[src/rtl/prog_seq_if.sv]
// Host/CPU-facing signal bundle of the program sequencer.
// The slave side is the sequencer; the master side is the host that loads code and acknowledges instructions.
interface prog_seq_if #(
  parameter int IRW  = 32,
  parameter int AW   = 4,
  parameter int PSRW = 5
) ();
  logic            ld_en;
  logic [AW-1:0]   ld_addr;
  logic [IRW-1:0]  ld_data;
  logic            start;
  logic            done;
  logic [PSRW-1:0] psr;
  logic [IRW-1:0]  ireg;
  logic            issue;
  logic [AW-1:0]   pc;
  logic            busy;
  logic            halted;
  logic            err;

  modport master (
    output ld_en, ld_addr, ld_data, start, done, psr,
    input  ireg, issue, pc, busy, halted, err
  );

  modport slave (
    input  ld_en, ld_addr, ld_data, start, done, psr,
    output ireg, issue, pc, busy, halted, err
  );
endinterface

[src/rtl/prog_seq.sv]
// Program sequencer: fetches instructions from a small loadable memory, resolves branches and halts
// locally, and hands data-path ops to an external CPU, waiting for its done pulse with a timeout.
module prog_seq #(
  parameter int IRW  = 32,
  parameter int AW   = 4,
  parameter int PSRW = 5,
  parameter int TMO  = 15
) (
  input  logic      clk,
  input  logic      rst,
  prog_seq_if.slave bus
);

  localparam int TW = (TMO < 2) ? 1 : $clog2(TMO + 1);

  localparam logic [3:0] OP_NOP = 4'd0;
  localparam logic [3:0] OP_LD  = 4'd1;
  localparam logic [3:0] OP_STR = 4'd2;
  localparam logic [3:0] OP_BRA = 4'd3;
  localparam logic [3:0] OP_XOR = 4'd4;
  localparam logic [3:0] OP_ADD = 4'd5;
  localparam logic [3:0] OP_ROT = 4'd6;
  localparam logic [3:0] OP_SHF = 4'd7;
  localparam logic [3:0] OP_HLT = 4'd8;
  localparam logic [3:0] OP_CMP = 4'd9;

  localparam int PSR_Z = 4;
  localparam int PSR_N = 3;
  localparam int PSR_C = 0;

  typedef enum logic [2:0] {
    IDLE  = 3'd0,
    FETCH = 3'd1,
    ISSUE = 3'd2,
    WAIT  = 3'd3,
    HALT  = 3'd4
  } state_t;

  state_t          state;
  state_t          state_next;
  logic [IRW-1:0]  mem [2**AW];
  logic [AW-1:0]   pc;
  logic [AW-1:0]   pc_next;
  logic [AW-1:0]   pc_inc;
  logic [IRW-1:0]  ireg;
  logic [TW-1:0]   timer;
  logic [TW-1:0]   timer_inc;
  logic            halted;
  logic            err;
  logic [PSRW-1:0] psr;
  logic [3:0]      op;
  logic [1:0]      cc;
  logic [AW-1:0]   dst_addr;

  logic mem_we;
  logic ireg_ld;
  logic timer_clr;
  logic timer_en;
  logic set_halt;
  logic set_err;
  logic clr_halt;
  logic issue;
  logic unused_psr;

  function automatic logic cc_taken(input logic [1:0] code, input logic [PSRW-1:0] flags);
    case (code)
      2'b00:   cc_taken = 1'b1;
      2'b01:   cc_taken = flags[PSR_C];
      2'b10:   cc_taken = flags[PSR_Z];
      default: cc_taken = flags[PSR_N];
    endcase
  endfunction

  assign psr        = bus.psr;
  assign unused_psr = ^psr[2:1];
  assign op         = ireg[IRW-1 -: 4];
  assign cc         = ireg[IRW-7 -: 2];
  assign dst_addr   = ireg[AW-1:0];
  assign pc_inc     = pc + 1'b1;
  assign timer_inc  = timer + 1'b1;

  always_comb begin
    state_next = state;
    pc_next    = pc;
    mem_we     = 1'b0;
    ireg_ld    = 1'b0;
    timer_clr  = 1'b0;
    timer_en   = 1'b0;
    set_halt   = 1'b0;
    set_err    = 1'b0;
    clr_halt   = 1'b0;
    issue      = 1'b0;
    case (state)
      IDLE: begin
        if (bus.ld_en) begin
          mem_we = 1'b1;
        end else if (bus.start) begin
          pc_next    = '0;
          state_next = FETCH;
        end
      end
      FETCH: begin
        ireg_ld    = 1'b1;
        state_next = ISSUE;
      end
      ISSUE: begin
        case (op)
          OP_HLT: begin
            set_halt   = 1'b1;
            state_next = HALT;
          end
          OP_BRA: begin
            pc_next    = cc_taken(cc, psr) ? dst_addr : pc_inc;
            state_next = FETCH;
          end
          OP_LD, OP_STR, OP_XOR, OP_ADD, OP_ROT, OP_SHF, OP_CMP: begin
            issue      = 1'b1;
            timer_clr  = 1'b1;
            state_next = WAIT;
          end
          OP_NOP: begin
            pc_next    = pc_inc;
            state_next = FETCH;
          end
          default: begin
            pc_next    = pc_inc;
            state_next = FETCH;
          end
        endcase
      end
      WAIT: begin
        // done wins over a timeout landing in the same cycle; timeout fires on the cycle
        // whose increment would bring the timer to TMO, i.e. TMO cycles after entering WAIT
        if (bus.done) begin
          pc_next    = pc_inc;
          state_next = FETCH;
        end else if (timer_inc == TW'(TMO)) begin
          timer_en   = 1'b1;
          set_halt   = 1'b1;
          set_err    = 1'b1;
          state_next = HALT;
        end else begin
          timer_en = 1'b1;
        end
      end
      HALT: begin
        if (bus.start) begin
          clr_halt   = 1'b1;
          state_next = IDLE;
        end
      end
      default: state_next = IDLE;
    endcase
  end

  always_ff @(posedge clk) begin
    if (rst) begin
      state <= IDLE;
    end else begin
      state <= state_next;
    end
  end

  always_ff @(posedge clk) begin
    if (rst) begin
      pc     <= '0;
      ireg   <= '0;
      timer  <= '0;
      halted <= 1'b0;
      err    <= 1'b0;
    end else begin
      pc <= pc_next;
      if (ireg_ld) begin
        ireg <= mem[pc];
      end
      if (timer_clr) begin
        timer <= '0;
      end else if (timer_en) begin
        timer <= timer_inc;
      end
      if (set_halt) begin
        halted <= 1'b1;
      end
      if (set_err) begin
        err <= 1'b1;
      end
      if (clr_halt) begin
        halted <= 1'b0;
        err    <= 1'b0;
      end
    end
  end

  // Program memory survives reset; only writes are held off while rst is high.
  always_ff @(posedge clk) begin
    if (mem_we && !rst) begin
      mem[bus.ld_addr] <= bus.ld_data;
    end
  end

  assign bus.ireg   = ireg;
  assign bus.issue  = issue;
  assign bus.pc     = pc;
  assign bus.busy   = (state == FETCH) || (state == ISSUE) || (state == WAIT);
  assign bus.halted = halted;
  assign bus.err    = err;

endmodule

[src/flat_wrapper.sv]
// flat-port wrapper written by rule: the top's interface ports become plain ports
module prog_seq_flat 
#(
  parameter int IRW  = 32,
  parameter int AW   = 4,
  parameter int PSRW = 5,
  parameter int TMO  = 15
)
  (clk, rst, bus_ld_en, bus_ld_addr, bus_ld_data, bus_start, bus_done, bus_psr, bus_ireg, bus_issue, bus_pc, bus_busy, bus_halted, bus_err);
  prog_seq_if #(.IRW(IRW), .AW(AW), .PSRW(PSRW)) bus_i ();
  input  logic clk;
  input  logic rst;
  input wire logic [$bits(bus_i.ld_en)-1:0] bus_ld_en;
  input wire logic [$bits(bus_i.ld_addr)-1:0] bus_ld_addr;
  input wire logic [$bits(bus_i.ld_data)-1:0] bus_ld_data;
  input wire logic [$bits(bus_i.start)-1:0] bus_start;
  input wire logic [$bits(bus_i.done)-1:0] bus_done;
  input wire logic [$bits(bus_i.psr)-1:0] bus_psr;
  output wire logic [$bits(bus_i.ireg)-1:0] bus_ireg;
  output wire logic [$bits(bus_i.issue)-1:0] bus_issue;
  output wire logic [$bits(bus_i.pc)-1:0] bus_pc;
  output wire logic [$bits(bus_i.busy)-1:0] bus_busy;
  output wire logic [$bits(bus_i.halted)-1:0] bus_halted;
  output wire logic [$bits(bus_i.err)-1:0] bus_err;
  assign bus_i.ld_en = bus_ld_en;
  assign bus_i.ld_addr = bus_ld_addr;
  assign bus_i.ld_data = bus_ld_data;
  assign bus_i.start = bus_start;
  assign bus_i.done = bus_done;
  assign bus_i.psr = bus_psr;
  assign bus_ireg = bus_i.ireg;
  assign bus_issue = bus_i.issue;
  assign bus_pc = bus_i.pc;
  assign bus_busy = bus_i.busy;
  assign bus_halted = bus_i.halted;
  assign bus_err = bus_i.err;
  prog_seq #(.IRW(IRW), .AW(AW), .PSRW(PSRW), .TMO(TMO)) u_core (.clk(clk), .rst(rst), .bus(bus_i));
endmodule
[config.mk]
export PLATFORM = sky130hd
export DESIGN_NAME = prog_seq_flat
export DESIGN_NICKNAME = d
export VERILOG_FILES = /design/src/rtl/prog_seq_if.sv /design/src/rtl/prog_seq.sv /design/src/flat_wrapper.sv
export SDC_FILE = /design/constraint.sdc
export NUM_CORES = 1
export LEC_CHECK = 0
export CAP_MARGIN = 0
export CORE_ASPECT_RATIO = 1.25
export CORE_UTILIZATION = 54
export CTS_CLUSTER_DIAMETER = 40
export DETAILED_ROUTE_END_ITERATION = 8
export PLACE_DENSITY = 0.76
export SLEW_MARGIN = 20
export SYNTH_ARGS = -nofsm -noshare
export SYNTH_HDL_FRONTEND = slang
export SYNTH_SLANG_ARGS = --single-unit
[constraint.sdc]
create_clock -name clk -period 4.55 [get_ports clk]
set_clock_uncertainty 0.1 [all_clocks]
set_input_delay 0.91 -clock clk [delete_from_list [all_inputs] [get_ports clk]]
set_output_delay 0.91 -clock clk [all_outputs]
set_load 0.03 [all_outputs]
==> impl_metrics.json, run 1 <==
{
  "clock_latency_ns": 0.58,
  "overflow": 0,
  "maxCapViolations": 0,
  "async_reset_ff_share_pct": 0,
  "worstPathMaxFanout": 9,
  "slowest_delay_ns": 0.72,
  "clk_pin_slew_ns": 0.05,
  "grt_max_degree": 132,
  "peakVddDrop_mv": 0.4005,
  "cts.sinks": 557,
  "postRouteWirelength_mm": 42.84,
  "dp_hpwl_mm": 22.92,
  "cts_buffers": 54,
  "htree_num_levels": 2,
  "dp_cells": 1574,
  "worstMarginPinSlew_ns": 0.9029,
  "yosys_warnings": 0,
  "synth.most_common_cell": "edfxtp_1",
  "cts_setup_buffers": 0,
  "yosys.area.top_type": "edfxtp_1",
  "synth_top_area_share_pct": 72.74,
  "min_period_over_period_pct": 76.75,
  "track_usage_pct": 22.58,
  "synth_nets": 1068,
  "synth_edf_count": 512,
  "post_route_cells_drive_above_1_share_pct": 22.57,
  "synth-seq-cells": 557,
  "grt_pass1_vias": 10801,
  "ys_top_cells_by_area": "edfxtp_1, mux4_2, dfxtp_1",
  "num_rows": 80,
  "die_y_um": 223.2,
  "powerDensity_nw_per_um2": 436.6,
  "finalCriticalPeriod_ns": 3.492,
  "synth_area_um2": 21140,
  "drv_slew": 0,
  "die_area_um2": 39940,
  "crit_path_top_delay_cell": "clkdlybuf4s50_1",
  "cts_root_buf": "clkbuf_16",
  "relSlewSlack_pct": 39.81,
  "drt_iter0_drc": 831,
  "ys.flop_type": "edfxtp_1",
  "num-fill-cells": 2440,
  "synth_area_per_cell_um2": 20.74,
  "worstSetupPathType": "reg -> out",
  "outcome": "finished clean",
  "critPathBufInv": 1,
  "fin_setup_tns_ns": 0,
  "vias_per_cell": 6.149,
  "critPathLaunch": "u_core.state[2]$_SDFFE_PP0P_",
  "holdBufCountCts": 0,
  "ys_types": 44,
  "gp_congestion": 0.8108,
  "hold_viol": 0,
  "antennaDiodeCount": 0,
  "fp.coreArea_um2": 38340,
  "path_cells": "nand2b_1, nor2_1, o21a_1, clkdlybuf4s50_1",
  "detail-route-antenna-nets": 0,
  "initial_core_util_pct": 55.14,
  "area_delta_synth_final_pct": 16.98,
  "required_ns": 3.54,
  "cts_max_path_buffers": 3,
  "cp-end-kind": "output pin",
  "worst_setup_path_start_kind": "flop",
  "syn-instance-count": 1019,
  "worst_path_dominant_cell_family": "buffers and inverters",
  "vias": 10300,
  "cts_tree": "done",
  "setup_viol": 0,
  "yosysSeqAreaShare_pct": 77.00,
  "timing.fmax_ghz": 0.2864,
  "wl_per_cell_um": 25.58,
  "drt_pass1_iterations": 5,
  "hold_path.class": "reg -> reg",
  "grt_pass1_wl_mm": 65.52,
  "grt_setup_unrepaired": "no",
  "final_cells": 1675,
  "ios": 86,
  "drc": 0,
  "synth.top_cells.by_count": "edfxtp_1, mux4_2, mux2i_1",
  "portBuffers": 83,
  "worstHoldStart": "u_core.bus.err$_SDFFE_PP0P_",
  "worst_ep_arrival_time_ns": 2.48,
  "antenna_found_initial": 2,
  "nets": 1187,
  "r2r-start": "u_core.bus.pc[0]$_SDFFE_PP0P_",
  "cts-resized-gates": 0,
  "fp.dieW_um": 179.0,
  "p_leak_nw": 7.927
}
[placed cells by master (no fill, tap or decap), types with 3 or more instances in the layout]
| cell | instances |
|---|---|
| clkinvlp_4 | 3 |
| ha_1 | 3 |
| nand2_1 | 30 |
| clkbuf_16 | 54 |
| mux2i_1 | 54 |
| clkdlybuf4s50_1 | 83 |
| dfxtp_1 | 43 |
| inv_1 | 4 |
| o21ai_1 | 12 |
| a21oi_1 | 50 |
| edfxtp_1 | 512 |
| clkinv_1 | 6 |
| clkbuf_1 | 12 |
| nor2_1 | 32 |
| clkinv_2 | 8 |
| clkbuf_8 | 4 |
| inv_6 | 4 |
| o21ai_0 | 25 |
| buf_12 | 12 |
| buf_4 | 18 |
| nor2_4 | 12 |
| nand2b_1 | 10 |
| mux4_2 | 128 |
| bufinv_16 | 8 |
| nand3_1 | 3 |
| nor3_2 | 4 |
[final cells by class]
class,instances,area (µm²),share of cell area [%]
Clock buffer,70,1451,5.870
Clock inverter,31,396.6,1.604
Inverter,5,20.02,0.08096
Multi-Input combinational cell,407,4755,19.23
Sequential cell,557,16280,65.85
Tap cell,492,615.6,2.489
Timing Repair Buffer,113,1206,4.878
[sequential cells by signal, summed over array words and instances (netlist names)]
name               count
u_core.bus.ireg       32
u_core.bus.err         1
u_core.bus.halted      1
u_core.timer           4
u_core.mem           512
u_core.state           3
u_core.bus.pc          4
[worst register-to-register path, cell delays in order (launching register included)]
cell and delay [ns]:
dfxtp_4 0.75, buf_12 0.57, mux4_2 0.68, mux2i_1 0.16, nor2_1 0.06, a21oi_1 0.16
o21ai_0 0.11
[worst paths after layout]
check | end | slack, ns | cells past startpoint
hold / removal | u_core.bus.err$_SDFFE_PP0P_ | 0.36 | 1
setup / recovery | bus_issue | 1.06 | 4
hold reg to reg | u_core.bus.err$_SDFFE_PP0P_ | 0.36 | 1
setup reg to reg | u_core.bus.ireg[6]$_SDFFE_PP0P_ | 1.83 | 6
[report_power, final]
part	internal [mW]	switching (mW)	total, mW
combinational	0.215	0.293	0.508
sequential	5.65	0.0529	5.70
clock	2.72	1.86	4.59
total	8.58	2.21	10.8
[cells by family after synthesis]
kind of cell	Yosys count	share of synthesized area, %
xor gates and xnor gates	3	0.1243
buffers and inverters	55	1.083
DFF	557	77.00
AOI/OAI and AO/OA	105	2.818
and+or+nand+nor	114	2.604
adders and majority gates	3	0.1776
muxes	182	16.20
[routing by layer]
| metal | global-route usage, % | share of wire [%] | vias up |
|---|---|---|---|
| met2 | 37.48 | 51 | 390 |
| met1 | 31.00 | 40 | 5383 |
| li1 | - | - | 4438 |
| met4 | 6.862 | 2.6 | 2 |
| met5 | 0 | 0.026 | - |
| met3 | 3.459 | 6.0 | 87 |
[stage by stage]
step                worst slack [ns]  util [%]  hold slack, ns  instance area [µm²]  power [mW]
finish                         1.058     64.50          0.3603                24730       10.80
global route                  0.9278     64.50          0.3845                24730       11.10
CTS                            1.069     64.50          0.3657                24730       10.87
detailed placement            0.7829     59.68          0.3528                22880       6.320
global placement              0.8286     59.68          0.3508                22880       6.305
floorplan                     0.1013         -          0.3988                21140       6.076
No activity file was read; power rests on OpenSTA's default activity.
==> inputs of run 2 (changes only) <==
--- a/config.mk
+++ b/config.mk
@@ -7,10 +7,10 @@
 export LEC_CHECK = 0
 export CAP_MARGIN = 0
 export CORE_ASPECT_RATIO = 1.25
-export CORE_UTILIZATION = 54
+export CORE_UTILIZATION = 55
 export CTS_CLUSTER_DIAMETER = 40
 export DETAILED_ROUTE_END_ITERATION = 8
-export PLACE_DENSITY = 0.76
+export PLACE_DENSITY = 0.74
 export SLEW_MARGIN = 20
 export SYNTH_ARGS = -nofsm -noshare
 export SYNTH_HDL_FRONTEND = slang
==> constraint.sdc (replaced) <==
create_clock -name clk -period 3.6 [get_ports clk]
set_clock_uncertainty 0.1 [all_clocks]
set_input_delay 0.72 -clock clk [delete_from_list [all_inputs] [get_ports clk]]
set_output_delay 0.72 -clock clk [all_outputs]
set_load 0.03 [all_outputs]
==> run 2 against run 1 <==
Largest power group unchanged. Largest cell class unchanged. Die area shrank 1.8%. Critical path depth is the same. Highest routed layer unchanged. Power grew 26%. Critical path type unchanged.
==> impl_metrics.json, run 2 (synthesis gave the netlist of run 1 again) <==
{
  "grtUsageMet1_pct": 32.11,
  "r2r_cells": 6,
  "track_usage_pct": 22.91,
  "antennaDiodeCount": 0,
  "fp.coreArea_um2": 37560,
  "drv_slew": 0,
  "worstSetupPathType": "reg -> out",
  "r2r-start": "u_core.bus.pc[0]$_SDFFE_PP0P_",
  "grtUsageMet2_pct": 36.82,
  "mostFrequentLayoutCells": "edfxtp_1, mux4_2, clkdlybuf4s50_1, clkbuf_16, mux2i_1",
  "cts_root_buf": "clkbuf_16",
  "vias": 10399,
  "regMostFlops": "u_core.mem",
  "cts_max_path_buffers": 3,
  "relSlewSlack_pct": 39.90,
  "finalWorstSetupSlack_ns": 0.2614,
  "fp.dieW_um": 177.3,
  "antenna_found_initial": 1,
  "final_cells": 1683,
  "cts-resized-gates": 0,
  "gp_congestion": 0.7888,
  "hold_path.class": "reg -> reg",
  "htree_num_levels": 2,
  "dp_cells": 1576,
  "largest_reg_flops": 512,
  "worst_setup_path_start_kind": "flop",
  "pre_cts_ws_ns": 0.4353,
  "maxCapViolations": 0,
  "p_leak_nw": 8.012,
  "cts_tree": "done",
  "p_clk_share_pct": 42.1,
  "wl_per_cell_um": 25.97,
  "finalCriticalPeriod_ns": 3.339,
  "peakVddDrop_mv": 0.3444,
  "grtUsageMet3_pct": 3.866,
  "critPathLaunch": "u_core.state[1]$_SDFFE_PP0P_",
  "post_route_cells_drive_above_1_share_pct": 23.39,
  "p_int_mw": 10.73,
  "drt_iter0_drc": 1075,
  "worst_ep_arrival_time_ns": 2.52,
  "cts_setup_buffers": 0,
  "r2r_setup_slack_ns": 1.00,
  "place_area_um2": 23010,
  "grt_pass1_vias": 10841,
  "cp-end-kind": "output pin",
  "fin_setup_tns_ns": 0,
  "num_rows": 79,
  "grt_max_degree": 64,
  "die_y_um": 221.2,
  "cts_buffers": 57,
  "power_frac_seq_pct": 53.1,
  "vias_per_cell": 6.179,
  "detail-route-antenna-nets": 0,
  "worstPathMaxFanout": 9,
  "initial_core_util_pct": 56.28,
  "cts.sinks": 557,
  "largestRegisters": "u_core.mem (512), u_core.bus.ireg (32)",
  "dp_hpwl_mm": 22.53,
  "worstMarginPinSlew_ns": 0.8938,
  "outcome": "finished clean",
  "critPathCapture": "bus_issue",
  "fin_area_um2": 24880,
  "swShare_pct": 21.04,
  "final_common_cell": "edfxtp_1",
  "min_period_over_period_pct": 92.74,
  "setup_viol": 0,
  "clk_pin_slew_ns": 0.06,
  "grt-busiest-layer": "met2",
  "overflow": 0,
  "grt_pass1_wl_mm": 65.72,
  "holdBufCountCts": 0,
  "post-route-util_pct": 66.23,
  "postRouteWirelength_mm": 43.70,
  "portBuffers": 83,
  "nets": 1198,
  "drt_pass1_iterations": 7,
  "p_switching_mw": 2.859,
  "required_ns": 2.78,
  "die_area_um2": 39230,
  "powerDensity_nw_per_um2": 546.3,
  "area_delta_synth_final_pct": 17.69,
  "r2r_end": "u_core.bus.ireg[19]$_SDFFE_PP0P_",
  "timing.fmax_ghz": 0.2995,
  "drc": 0,
  "comb_power_share_pct": 4.8,
  "grt_setup_unrepaired": "no",
  "clock_latency_ns": 0.58,
  "hold_viol": 0,
  "ios": 86
}
-- run 2: through the flow --
step	hold slack [ns]	total power [mW]
finish	0.3601	13.59
floorplan	0.3988	7.680
CTS	0.3648	13.67
global placement	0.3493	7.982
global route	0.3909	13.95
detailed placement	0.3519	8.002
-- run 2: how the worst min path moves through the flow --
stage	startpoint	to	slack, ns	cells after the start
2_1_floorplan	u_core.timer[1]$_SDFFE_PP0P_	u_core.timer[1]$_SDFFE_PP0P_	0.40	2
3_5_place_dp	u_core.bus.err$_SDFFE_PP0P_	u_core.bus.err$_SDFFE_PP0P_	0.35	1
3_3_place_gp	u_core.bus.err$_SDFFE_PP0P_	u_core.bus.err$_SDFFE_PP0P_	0.35	1
4_1_cts	u_core.bus.err$_SDFFE_PP0P_	u_core.bus.err$_SDFFE_PP0P_	0.36	1
6_report	u_core.bus.err$_SDFFE_PP0P_	u_core.bus.err$_SDFFE_PP0P_	0.36	1
5_1_grt	u_core.bus.err$_SDFFE_PP0P_	u_core.bus.err$_SDFFE_PP0P_	0.39	1
-- run 2: critical path, stage by stage, from the launching register on --
cell,delay [ns]
dfxtp_1,0.47
nand2b_1,0.25
nor2_1,0.17
o21a_1,0.32
clkdlybuf4s50_1,0.73
-- run 2: power groups by stage --
stage               combinational, mW  sequential, mW  clock, mW
finish                          0.652            7.21       5.73
global route                    0.698            7.22       6.03
CTS                             0.658            7.21       5.80
detailed placement              0.653            7.35          0
global placement                0.637            7.35          0
floorplan                       0.300            7.38          0
-- run 2: per-layer routing --
metal | vias up | wire [µm]
met5 | - | 12
li1 | 4460 | -
met4 | 2 | 1164
met1 | 5415 | 17750
met2 | 428 | 21880
met3 | 94 | 2888
-- run 2: cell type report --
| class | count | area [µm²] |
|---|---|---|
| fillers | 2388 | 12680 |
| multi-input cells | 407 | 4782 |
| inverters | 5 | 20.02 |
| clock buffers | 84 | 1670 |
| repair buffers | 121 | 1316 |
| flip-flops and latches | 557 | 16280 |
| clock inverters | 23 | 196.4 |
| well taps | 486 | 608.1 |
